$ cat config.mk
export PLATFORM = sky130hd
export DESIGN_NAME = ibex_compressed_encoder
export DESIGN_NICKNAME = d
export VERILOG_FILES = /design/src/rtl/ibex_compressed_encoder.sv
export SDC_FILE = /design/constraint.sdc
export NUM_CORES = 1
export LEC_CHECK = 0
export ABC_AREA = 0
export ABC_CLOCK_PERIOD_IN_PS = 2370
export CAP_MARGIN = 10
export CORE_ASPECT_RATIO = 0.9
export CORE_MARGIN = 4
export CORE_UTILIZATION = 53
export DETAILED_ROUTE_END_ITERATION = 8
export PLACE_DENSITY_LB_ADDON = 0.2
export SLEW_MARGIN = 20
export SYNTH_ARGS = -nofsm -noshare
export SYNTH_HDL_FRONTEND = slang
export SYNTH_SLANG_ARGS = --single-unit
$ cat constraint.sdc
create_clock -name clk_i -period 2.37 [get_ports clk_i]
set_clock_uncertainty 0.15 [all_clocks]
set_input_delay 0.474 -clock clk_i [delete_from_list [all_inputs] [get_ports clk_i]]
set_output_delay 0.474 -clock clk_i [all_outputs]
set_load 0.1 [all_outputs]
$ cat src/rtl/ibex_compressed_encoder.sv
// RV32 -> RVC streaming compressor with halfword packer.
// Emits little-endian 32-bit words built from 16/32-bit instruction parcels.
module ibex_compressed_encoder #(
  parameter bit          ENABLE_COMPRESS = 1'b1,
  parameter int unsigned CNT_W           = 16
) (
  input  logic             clk_i,
  input  logic             rst_ni,
  input  logic             in_valid_i,
  output logic             in_ready_o,
  input  logic [31:0]      in_instr_i,
  input  logic             flush_i,
  output logic             out_valid_o,
  input  logic             out_ready_i,
  output logic [31:0]      out_word_o,
  output logic             pending_o,
  output logic [CNT_W-1:0] cnt_compressed_o
);

  typedef enum logic {
    EMPTY = 1'b0,
    HALF  = 1'b1
  } state_e;

  state_e            state_q;
  logic [15:0]       pend_q;
  logic              out_valid_q;
  logic [31:0]       out_word_q;
  logic [CNT_W-1:0]  cnt_q;

  logic [6:0]  opc;
  logic [4:0]  rd, rs1, rs2;
  logic [2:0]  f3;
  logic [6:0]  f7;
  logic [11:0] imm_i, imm_s;

  assign opc   = in_instr_i[6:0];
  assign rd    = in_instr_i[11:7];
  assign f3    = in_instr_i[14:12];
  assign rs1   = in_instr_i[19:15];
  assign rs2   = in_instr_i[24:20];
  assign f7    = in_instr_i[31:25];
  assign imm_i = in_instr_i[31:20];
  assign imm_s = {in_instr_i[31:25], in_instr_i[11:7]};

  logic is_addi, is_op, is_lw, is_sw, is_jalr, is_ebrk;
  logic imm6, i_zero, lw_ok, sw_ok, lwsp_ok, swsp_ok;
  logic rd_c, rs1_c, rs2_c;
  logic op_add, op_alu;
  logic [1:0] alu_fn;

  assign is_addi = (opc == 7'h13) && (f3 == 3'd0);
  assign is_op   = (opc == 7'h33);
  assign is_lw   = (opc == 7'h03) && (f3 == 3'd2);
  assign is_sw   = (opc == 7'h23) && (f3 == 3'd2);
  assign is_jalr = (opc == 7'h67) && (f3 == 3'd0)
                && (imm_i == 12'd0) && (rs1 != 5'd0);
  assign is_ebrk = (in_instr_i == 32'h0010_0073);

  // Signed 6-bit range check: bits 11..5 must all match.
  assign imm6    = (&imm_i[11:5]) || !(|imm_i[11:5]);
  assign i_zero  = (imm_i == 12'd0);
  assign lw_ok   = (imm_i[11:7] == 5'd0) && (imm_i[1:0] == 2'd0);
  assign sw_ok   = (imm_s[11:7] == 5'd0) && (imm_s[1:0] == 2'd0);
  assign lwsp_ok = (imm_i[11:8] == 4'd0) && (imm_i[1:0] == 2'd0);
  assign swsp_ok = (imm_s[11:8] == 4'd0) && (imm_s[1:0] == 2'd0);

  assign rd_c  = (rd[4:3] == 2'b01);
  assign rs1_c = (rs1[4:3] == 2'b01);
  assign rs2_c = (rs2[4:3] == 2'b01);

  assign op_add = is_op && (f7 == 7'h00) && (f3 == 3'd0);

  // SUB/XOR/OR/AND selector and their CA-format funct2.
  always_comb begin
    op_alu = 1'b0;
    alu_fn = 2'b00;
    if (is_op) begin
      if (f7 == 7'h20 && f3 == 3'd0) begin
        op_alu = 1'b1;
        alu_fn = 2'b00;
      end else if (f7 == 7'h00 && f3 == 3'd4) begin
        op_alu = 1'b1;
        alu_fn = 2'b01;
      end else if (f7 == 7'h00 && f3 == 3'd6) begin
        op_alu = 1'b1;
        alu_fn = 2'b10;
      end else if (f7 == 7'h00 && f3 == 3'd7) begin
        op_alu = 1'b1;
        alu_fn = 2'b11;
      end
    end
  end

  logic        enc_ok;
  logic [15:0] enc_h;

  // Rule conditions are mutually exclusive, so order is implicit.
  always_comb begin
    enc_ok = 1'b0;
    enc_h  = 16'h0000;
    if (ENABLE_COMPRESS && in_instr_i[1:0] == 2'b11) begin
      unique case (1'b1)
        (is_addi && rd == 5'd0 && rs1 == 5'd0 && i_zero): begin
          enc_ok = 1'b1;
          enc_h  = 16'h0001;
        end
        (is_addi && rd != 5'd0 && rd == rs1 && !i_zero && imm6): begin
          enc_ok = 1'b1;
          enc_h  = {3'b000, imm_i[5], rd, imm_i[4:0], 2'b01};
        end
        (is_addi && rd != 5'd0 && rs1 == 5'd0 && imm6): begin
          enc_ok = 1'b1;
          enc_h  = {3'b010, imm_i[5], rd, imm_i[4:0], 2'b01};
        end
        (is_addi && rd != 5'd0 && rs1 != 5'd0 && i_zero): begin
          enc_ok = 1'b1;
          enc_h  = {4'b1000, rd, rs1, 2'b10};
        end
        (op_add && rd != 5'd0 && rd == rs1 && rs2 != 5'd0): begin
          enc_ok = 1'b1;
          enc_h  = {4'b1001, rd, rs2, 2'b10};
        end
        (op_add && rd != 5'd0 && rs1 == 5'd0 && rs2 != 5'd0): begin
          enc_ok = 1'b1;
          enc_h  = {4'b1000, rd, rs2, 2'b10};
        end
        (op_alu && rd == rs1 && rd_c && rs2_c): begin
          enc_ok = 1'b1;
          enc_h  = {6'b100011, rd[2:0], alu_fn, rs2[2:0], 2'b01};
        end
        (is_lw && rs1_c && rd_c && lw_ok): begin
          enc_ok = 1'b1;
          enc_h  = {3'b010, imm_i[5:3], rs1[2:0],
                    imm_i[2], imm_i[6], rd[2:0], 2'b00};
        end
        (is_sw && rs1_c && rs2_c && sw_ok): begin
          enc_ok = 1'b1;
          enc_h  = {3'b110, imm_s[5:3], rs1[2:0],
                    imm_s[2], imm_s[6], rs2[2:0], 2'b00};
        end
        (is_lw && rd != 5'd0 && rs1 == 5'd2 && lwsp_ok): begin
          enc_ok = 1'b1;
          enc_h  = {3'b010, imm_i[5], rd,
                    imm_i[4:2], imm_i[7:6], 2'b10};
        end
        (is_sw && rs1 == 5'd2 && swsp_ok): begin
          enc_ok = 1'b1;
          enc_h  = {3'b110, imm_s[5:2], imm_s[7:6], rs2, 2'b10};
        end
        (is_jalr && rd == 5'd0): begin
          enc_ok = 1'b1;
          enc_h  = {4'b1000, rs1, 5'd0, 2'b10};
        end
        (is_jalr && rd == 5'd1): begin
          enc_ok = 1'b1;
          enc_h  = {4'b1001, rs1, 5'd0, 2'b10};
        end
        is_ebrk: begin
          enc_ok = 1'b1;
          enc_h  = 16'h9002;
        end
        default: begin
          enc_ok = 1'b0;
          enc_h  = 16'h0000;
        end
      endcase
    end
  end

  logic        is_c;
  logic [15:0] half;
  logic        slot_free, accept, flush_go;

  assign is_c      = (in_instr_i[1:0] != 2'b11) || enc_ok;
  assign half      = enc_ok ? enc_h : in_instr_i[15:0];
  assign slot_free = !out_valid_q || out_ready_i;
  assign accept    = in_valid_i && slot_free;
  assign flush_go  = flush_i && !in_valid_i && slot_free
                  && (state_q == HALF);

  // Packing FSM, output slot and saturating counter.
  always_ff @(posedge clk_i or negedge rst_ni) begin
    if (!rst_ni) begin
      state_q     <= EMPTY;
      pend_q      <= 16'h0000;
      out_valid_q <= 1'b0;
      out_word_q  <= 32'h0;
      cnt_q       <= '0;
    end else begin
      if (out_ready_i) out_valid_q <= 1'b0;
      if (accept) begin
        if (is_c && cnt_q != '1) cnt_q <= cnt_q + CNT_W'(1);
        unique case (state_q)
          EMPTY: begin
            if (is_c) begin
              pend_q  <= half;
              state_q <= HALF;
            end else begin
              out_word_q  <= in_instr_i;
              out_valid_q <= 1'b1;
            end
          end
          HALF: begin
            out_valid_q <= 1'b1;
            if (is_c) begin
              out_word_q <= {half, pend_q};
              state_q    <= EMPTY;
            end else begin
              out_word_q <= {in_instr_i[15:0], pend_q};
              pend_q     <= in_instr_i[31:16];
            end
          end
          default: state_q <= EMPTY;
        endcase
      end else if (flush_go) begin
        out_word_q  <= {16'h0001, pend_q};
        out_valid_q <= 1'b1;
        state_q     <= EMPTY;
      end
    end
  end

  assign in_ready_o       = slot_free;
  assign out_valid_o      = out_valid_q;
  assign out_word_o       = out_word_q;
  assign pending_o        = (state_q == HALF);
  assign cnt_compressed_o = cnt_q;

endmodule
==> Implementation_results.wiki, run 1 <==
{| class="wikitable"
! Metric !! Value
|-
| Run status || did not finish
|-
| Stopping stage || global routing
|-
| Error Message || [ERROR GRT-0232] Routing congestion too high. Check the congestion heatmap in the GUI.
|-
| Post-synthesis instance area || 4658 um2
|-
| Number of distinct library cells after synthesis || 71
|-
| Combinational family with the most area after synthesis || simple AND/OR/NAND/NOR gates
|-
| Area share of fa/ha/maj cells after synthesis || 0.2686%
|-
| Cell taking the most area after synthesis || dfrtp_1
|-
| Mean post-synth cell area || 8.873 um2
|-
| Type of pin the worst path ends at || register input
|-
| Last worst endpoint in the global-route repair_timing || pend_q[11]$_DFFE_PN0P_/D
|-
| Post-synthesis compound-gate area fraction || 23.64%
|-
| Number of I/O port buffers || 87
|-
| Share of Yosys cell area claimed by the top area cell type || 35.46%
|-
| HPWL after DPL || 15,820 um
|-
| Top_reg_cell synth || dfrtp_1
|-
| Initial core utilization || 54.37%
|-
| Count of clock tree sinks || 66
|-
| Post-synthesis share of cell area spent on xor and xnor gates || 3.760%
|-
| Post-synthesis sequential area ratio || 35.46%
|-
| Number of rows in the core area || 32
|-
| Grt total ovfl || 47
|-
| Multiplexer fraction of the synthesized cell area || 5.641%
|-
| Number of buffers on the longest clock path || 2
|-
| Async S/R FF share, synth || 100.0%
|-
| H-tree depth || 3
|-
| Post-synthesis register bit count || 66
|-
| Top Ports || 88
|-
| Placed Area || 6684 um2
|-
| Largest net degree at the start of global routing || 55
|-
| Synth top area cells || dfrtp_1 (35%), o21ai_0 (5.3%), nor2_1 (3.5%)
|-
| Root Driver || clkbuf_8
|-
| Clock buffer count from CTS || 9
|-
| Vertical die dimension || 96.94 um
|-
| Synthesized Nets || 563
|-
| Number of synthesized flops with an enable pin || 0
|-
| Global-route usage over all layers || 73.56%
|-
| Place WS || -1.673 ns
|-
| Most instantiated library cell after synthesis || dfrtp_1
|-
| Number of instances in the synthesized netlist || 525
|-
| Count of synthesis-stage warnings from yosys || 0
|-
| Top cells by instance count after synthesis || dfrtp_1 (66), o21ai_0 (49), nor2_1 (43)
|-
| Die W || 106.8 um
|-
| Last weighted congestion value of the routability-driven placer || 1.024
|-
| Simple logic cell fraction of the synthesized area || 27.13%
|}
kinds of logic after synthesis:
logic type      Yosys count
mux                      25
compound gates          153
simple gates            217
fa+ha+maj                 1
xor+xnor                 20
buf+inv                  43
flops                    66
per-layer routing:
layer	track usage, %	GRT overflow
met3	59.51	0
met2	89.11	25
met4	69.71	22
met1	75.22	0
met5	17.35	0
what timing repair did:
action	4_1_cts
hold endpoints to repair	12
cloned	2
pin swaps	59
setup buffers	37
resized for setup	210
hold buffers	1
endpoints found under the setup margin	66
through the flow:
step / hold WS, ns / cells
4_1_cts: 0.3296 / 901
3_5_place_dp: 0.2329 / 847
2_1_floorplan: 0.02841 / 525
3_3_place_gp: 0.2212 / 847
==> inputs of run 2 (changes only) <==
Settings changed: CORE_ASPECT_RATIO 0.9 to unset, CORE_UTILIZATION 53 to 40, PLACE_DENSITY_LB_ADDON 0.2 to 0.15.
==> Implementation_results.wiki, run 2 <==
{| class="wikitable"
! Metric !! Value
|-
| Root Driver || clkbuf_16 (was clkbuf_8)
|-
| Count of synthesis-stage warnings from yosys || 0 (unchanged)
|-
| Clock buffer count from CTS || 9 (unchanged)
|-
| Final core occ || 72.12%
|-
| Violated checks || negative setup slack
|-
| Mean post-synth cell area || 8.873 um2 (unchanged)
|-
| Post-synthesis share of cell area spent on xor and xnor gates || 3.760% (unchanged)
|-
| Post-synthesis compound-gate area fraction || 23.64% (unchanged)
|-
| Synthesized Nets || 563 (unchanged)
|-
| Net count reported at finish || 830
|-
| Largest net degree at the start of global routing || 32
|-
| Global-route usage over all layers || 32.22%
|-
| Area growth from synthesis to final layout || 76.79%
|-
| P_sw || 0.004860 W
|-
| Total die area || 13,440 um2
|-
| Detailed-route via count || 5,877
|-
| Number of antenna violations at the first check in global routing || 0
|-
| Critical path required time || 2.44 ns
|-
| Antenna diodes || 0
|-
| Most used cells in the layout excluding fill and tap cells || buf_4 (216), dfrtp_1 (64), nor2_1 (32)
|-
| Max IR drop VDD || 0.001397 V
|-
| Leakage component of the power || 3.665 nW
|-
| Top cells by instance count after synthesis || dfrtp_1 (66), o21ai_0 (49), nor2_1 (43) (unchanged)
|-
| Synth top area cells || dfrtp_1 (35%), o21ai_0 (5.3%), nor2_1 (3.5%) (unchanged)
|-
| Cell count after placement || 885 (was 847)
|-
| Total length of routed wires || 22,370 um
|-
| Share of Yosys cell area claimed by the top area cell type || 35.46% (unchanged)
|-
| Number of instances in the synthesized netlist || 525 (unchanged)
|-
| Arrival time at the worst endpoint || 3.14 ns
|-
| Post-route insts no fill || 938
|-
| Post-layout worst setup margin || -0.7068 ns
|-
| Maximum clock rate || 325.0 MHz
|-
| Vias in the first global route || 5,908
|-
| Leading cell type in the layout, fill and taps excluded || buf_4
|-
| Ratio of routed vias to standard cells || 6.265
|-
| Floorplan core area || 11,420 um2
|-
| Clock insertion delay at the later pin of the skew report || 0.34 ns
|-
| Number of synthesized flops with an enable pin || 0 (unchanged)
|-
| Most instantiated library cell after synthesis || dfrtp_1 (unchanged)
|-
| Fin. Hold Viols || 0
|-
| Sw frac || 54.56%
|-
| Class of the most critical hold timing path || reg2reg
|-
| Count of clock tree sinks || 66 (unchanged)
|-
| Number of buffers on the longest clock path || 2 (unchanged)
|-
| Post-synthesis sequential area ratio || 35.46% (unchanged)
|-
| Final instance area || 8235 um2
|-
| Clock input transition at the sequential cells of the worst setup and hold paths || 0.05 ns
|-
| Number of distinct library cells after synthesis || 71 (unchanged)
|-
| Post-synthesis register bit count || 66 (unchanged)
|-
| Combinational family with the most area after synthesis || simple AND/OR/NAND/NOR gates (unchanged)
|-
| Type of element launching the critical path || input pin
|-
| Per-cell routed wire length || 23.85 um
|-
| Final Max Tran Viols || 0
|-
| Area share of fa/ha/maj cells after synthesis || 0.2686% (unchanged)
|-
| Time the final worst path needs with I/O delays and setup || 3.077 ns
|-
| Multiplexer fraction of the synthesized cell area || 5.641% (unchanged)
|-
| Initial core utilization || 40.80% (was 54.37%)
|-
| Top_reg_cell synth || dfrtp_1 (unchanged)
|-
| Internal power || 0.004047 W
|-
| Critical Path End Type || flip-flop
|-
| Run status || finished with violations (was did not finish)
|-
| Share of total power in sequential cells || 23.6%
|-
| Die W || 115.9 um (was 106.8 um)
|-
| CTS tree || done
|-
| Setup-failing EPs final || 66
|-
| H-tree depth || 3 (unchanged)
|-
| Vertical die dimension || 115.9 um (was 96.94 um)
|-
| Top Ports || 88 (unchanged)
|-
| Cell taking the most area after synthesis || dfrtp_1 (unchanged)
|-
| HPWL after DPL || 16,050 um (was 15,820 um)
|-
| Number of routed nets with antenna violations || 0
|-
| Placed Area || 6794 um2 (was 6684 um2)
|-
| Global-route wire length before repair || 32,890 um
|-
| Pwr/cell area || 1081 nW/um2
|-
| Number of I/O port buffers || 87 (unchanged)
|-
| Power share of the clock group || 15.0%
|-
| Number of violations of the max-capacitance limit || 0
|-
| Post-synthesis instance area || 4658 um2 (unchanged)
|-
| Share of layout cells above drive strength 1 || 56.35%
|-
| Startpoint-to-endpoint class of the critical path || in2reg
|-
| Final cycle utilization of the critical path || 129.8%
|-
| Part of the total power dissipated in combinational logic || 61.4%
|-
| Last weighted congestion value of the routability-driven placer || 0.9271 (was 1.024)
|-
| Drc violations || 0
|-
| Async S/R FF share, synth || 100.0% (unchanged)
|-
| Number of rows in the core area || 39 (was 32)
|-
| Worst rel slew slack || 61.97%
|-
| Grt total ovfl || 0
|-
| Simple logic cell fraction of the synthesized area || 27.13% (unchanged)
|-
| Number of flip-flops under the largest register name || 32
|-
| CP max FO || 6
|-
| Pin slew with the least headroom to its limit || 0.5694 ns
|-
| DRT Pass-1 Iters || 6
|-
| RSZ-0062 raised after global routing || yes
|-
| Number of DRC markers after the initial detailed-route iteration || 528
|}
==> run 2: repair_timing <==
| item | CTS | global route |
|---|---|---|
| endpoints found under the hold margin | 20 | 0 |
| endpoints found under the setup margin | 66 | 66 |
| setup buffers | 23 | 14 |
| pin swaps | 47 | 67 |
| gates cloned | 4 | 0 |
| hold buffers | 1 | 0 |
| gates resized for setup | 207 | 130 |
==> run 2: worst max-delay path: stages <==
cell and delay [ns]:
buf_6 0.09, or4_4 0.56, buf_4 0.16, o211ai_1 0.26, nor4_4 0.09, a221oi_2 0.28
and4bb_4 0.34, buf_6 0.12, nand3_4 0.11, o21ai_4 0.27, mux2_2 0.37
==> run 2: cells by family (layout without fill, tap and decap cells) <==
logic type	after synthesis	after routing
AO/OA/AOI/OAI	153	154
XOR/XNOR	20	20
adder cells (fa/ha/maj)	1	1
buffers and inverters	43	310
flip-flops	66	66
multiplexers	25	25
AND/OR/NAND/NOR	217	219
==> run 2: through the flow <==
step	worst slack [ns]	total power, W	hold slack, ns	TNS (ns)
after floorplan	-0.6270	0.005496	0.02841	-31.40
after global placement	-1.777	0.006806	0.3157	-102.58
after detailed placement	-1.801	0.006887	0.3228	-104.20
after CTS	-0.6827	0.008453	0.3440	-38.00
after global routing	-0.7459	0.009165	0.3630	-42.47
final	-0.7068	0.008906	0.3418	-38.39
==> run 2: path summary, 6_finish.rpt <==
kind / slack, ns / start / cells after the start / end
setup / recovery: -0.71 / in_instr_i[8] / 11 / pend_q[3]
hold / removal: 0.34 / out_word_o[14] / 2 / out_word_o[14]
setup reg to reg: 0.02 / cnt_compressed_o[3] / 6 / cnt_compressed_o[15]
hold reg to reg: 0.34 / out_word_o[14] / 2 / out_word_o[14]
max in group asynchronous: 0.98 / rst_ni / 3 / pend_q[11]
min in group asynchronous: 0.49 / rst_ni / 2 / out_word_o[8]
==> run 2: final cells by class <==
type                       instances  area (um2)
clock buffer                      11       252.7
clock inverter                     3       40.04
fill                             831        3183
inverter                           8       30.03
multi-input combinational        419        3684
sequential                        66        1654
tap                              143       178.9
timing repair buffer             288        2396
==> run 2: power groups by stage <==
stage	Sequential [W]	Clock [W]	Combinational, W
finish	0.00210	0.00134	0.00546
global route	0.00213	0.00138	0.00565
CTS	0.00201	0.00133	0.00511
detailed placement	0.00201	0	0.00488
global placement	0.00199	0	0.00482
floorplan	0.00425	0	0.00125
==> run 2: metal layers <==
metal,track usage [%],share of wire (%)
met5,0,0
met4,17.71,5.9
met3,3.394,6.3
met2,56.81,50
met1,38.25,38
Note: power is estimated with default switching activity, not from simulation.
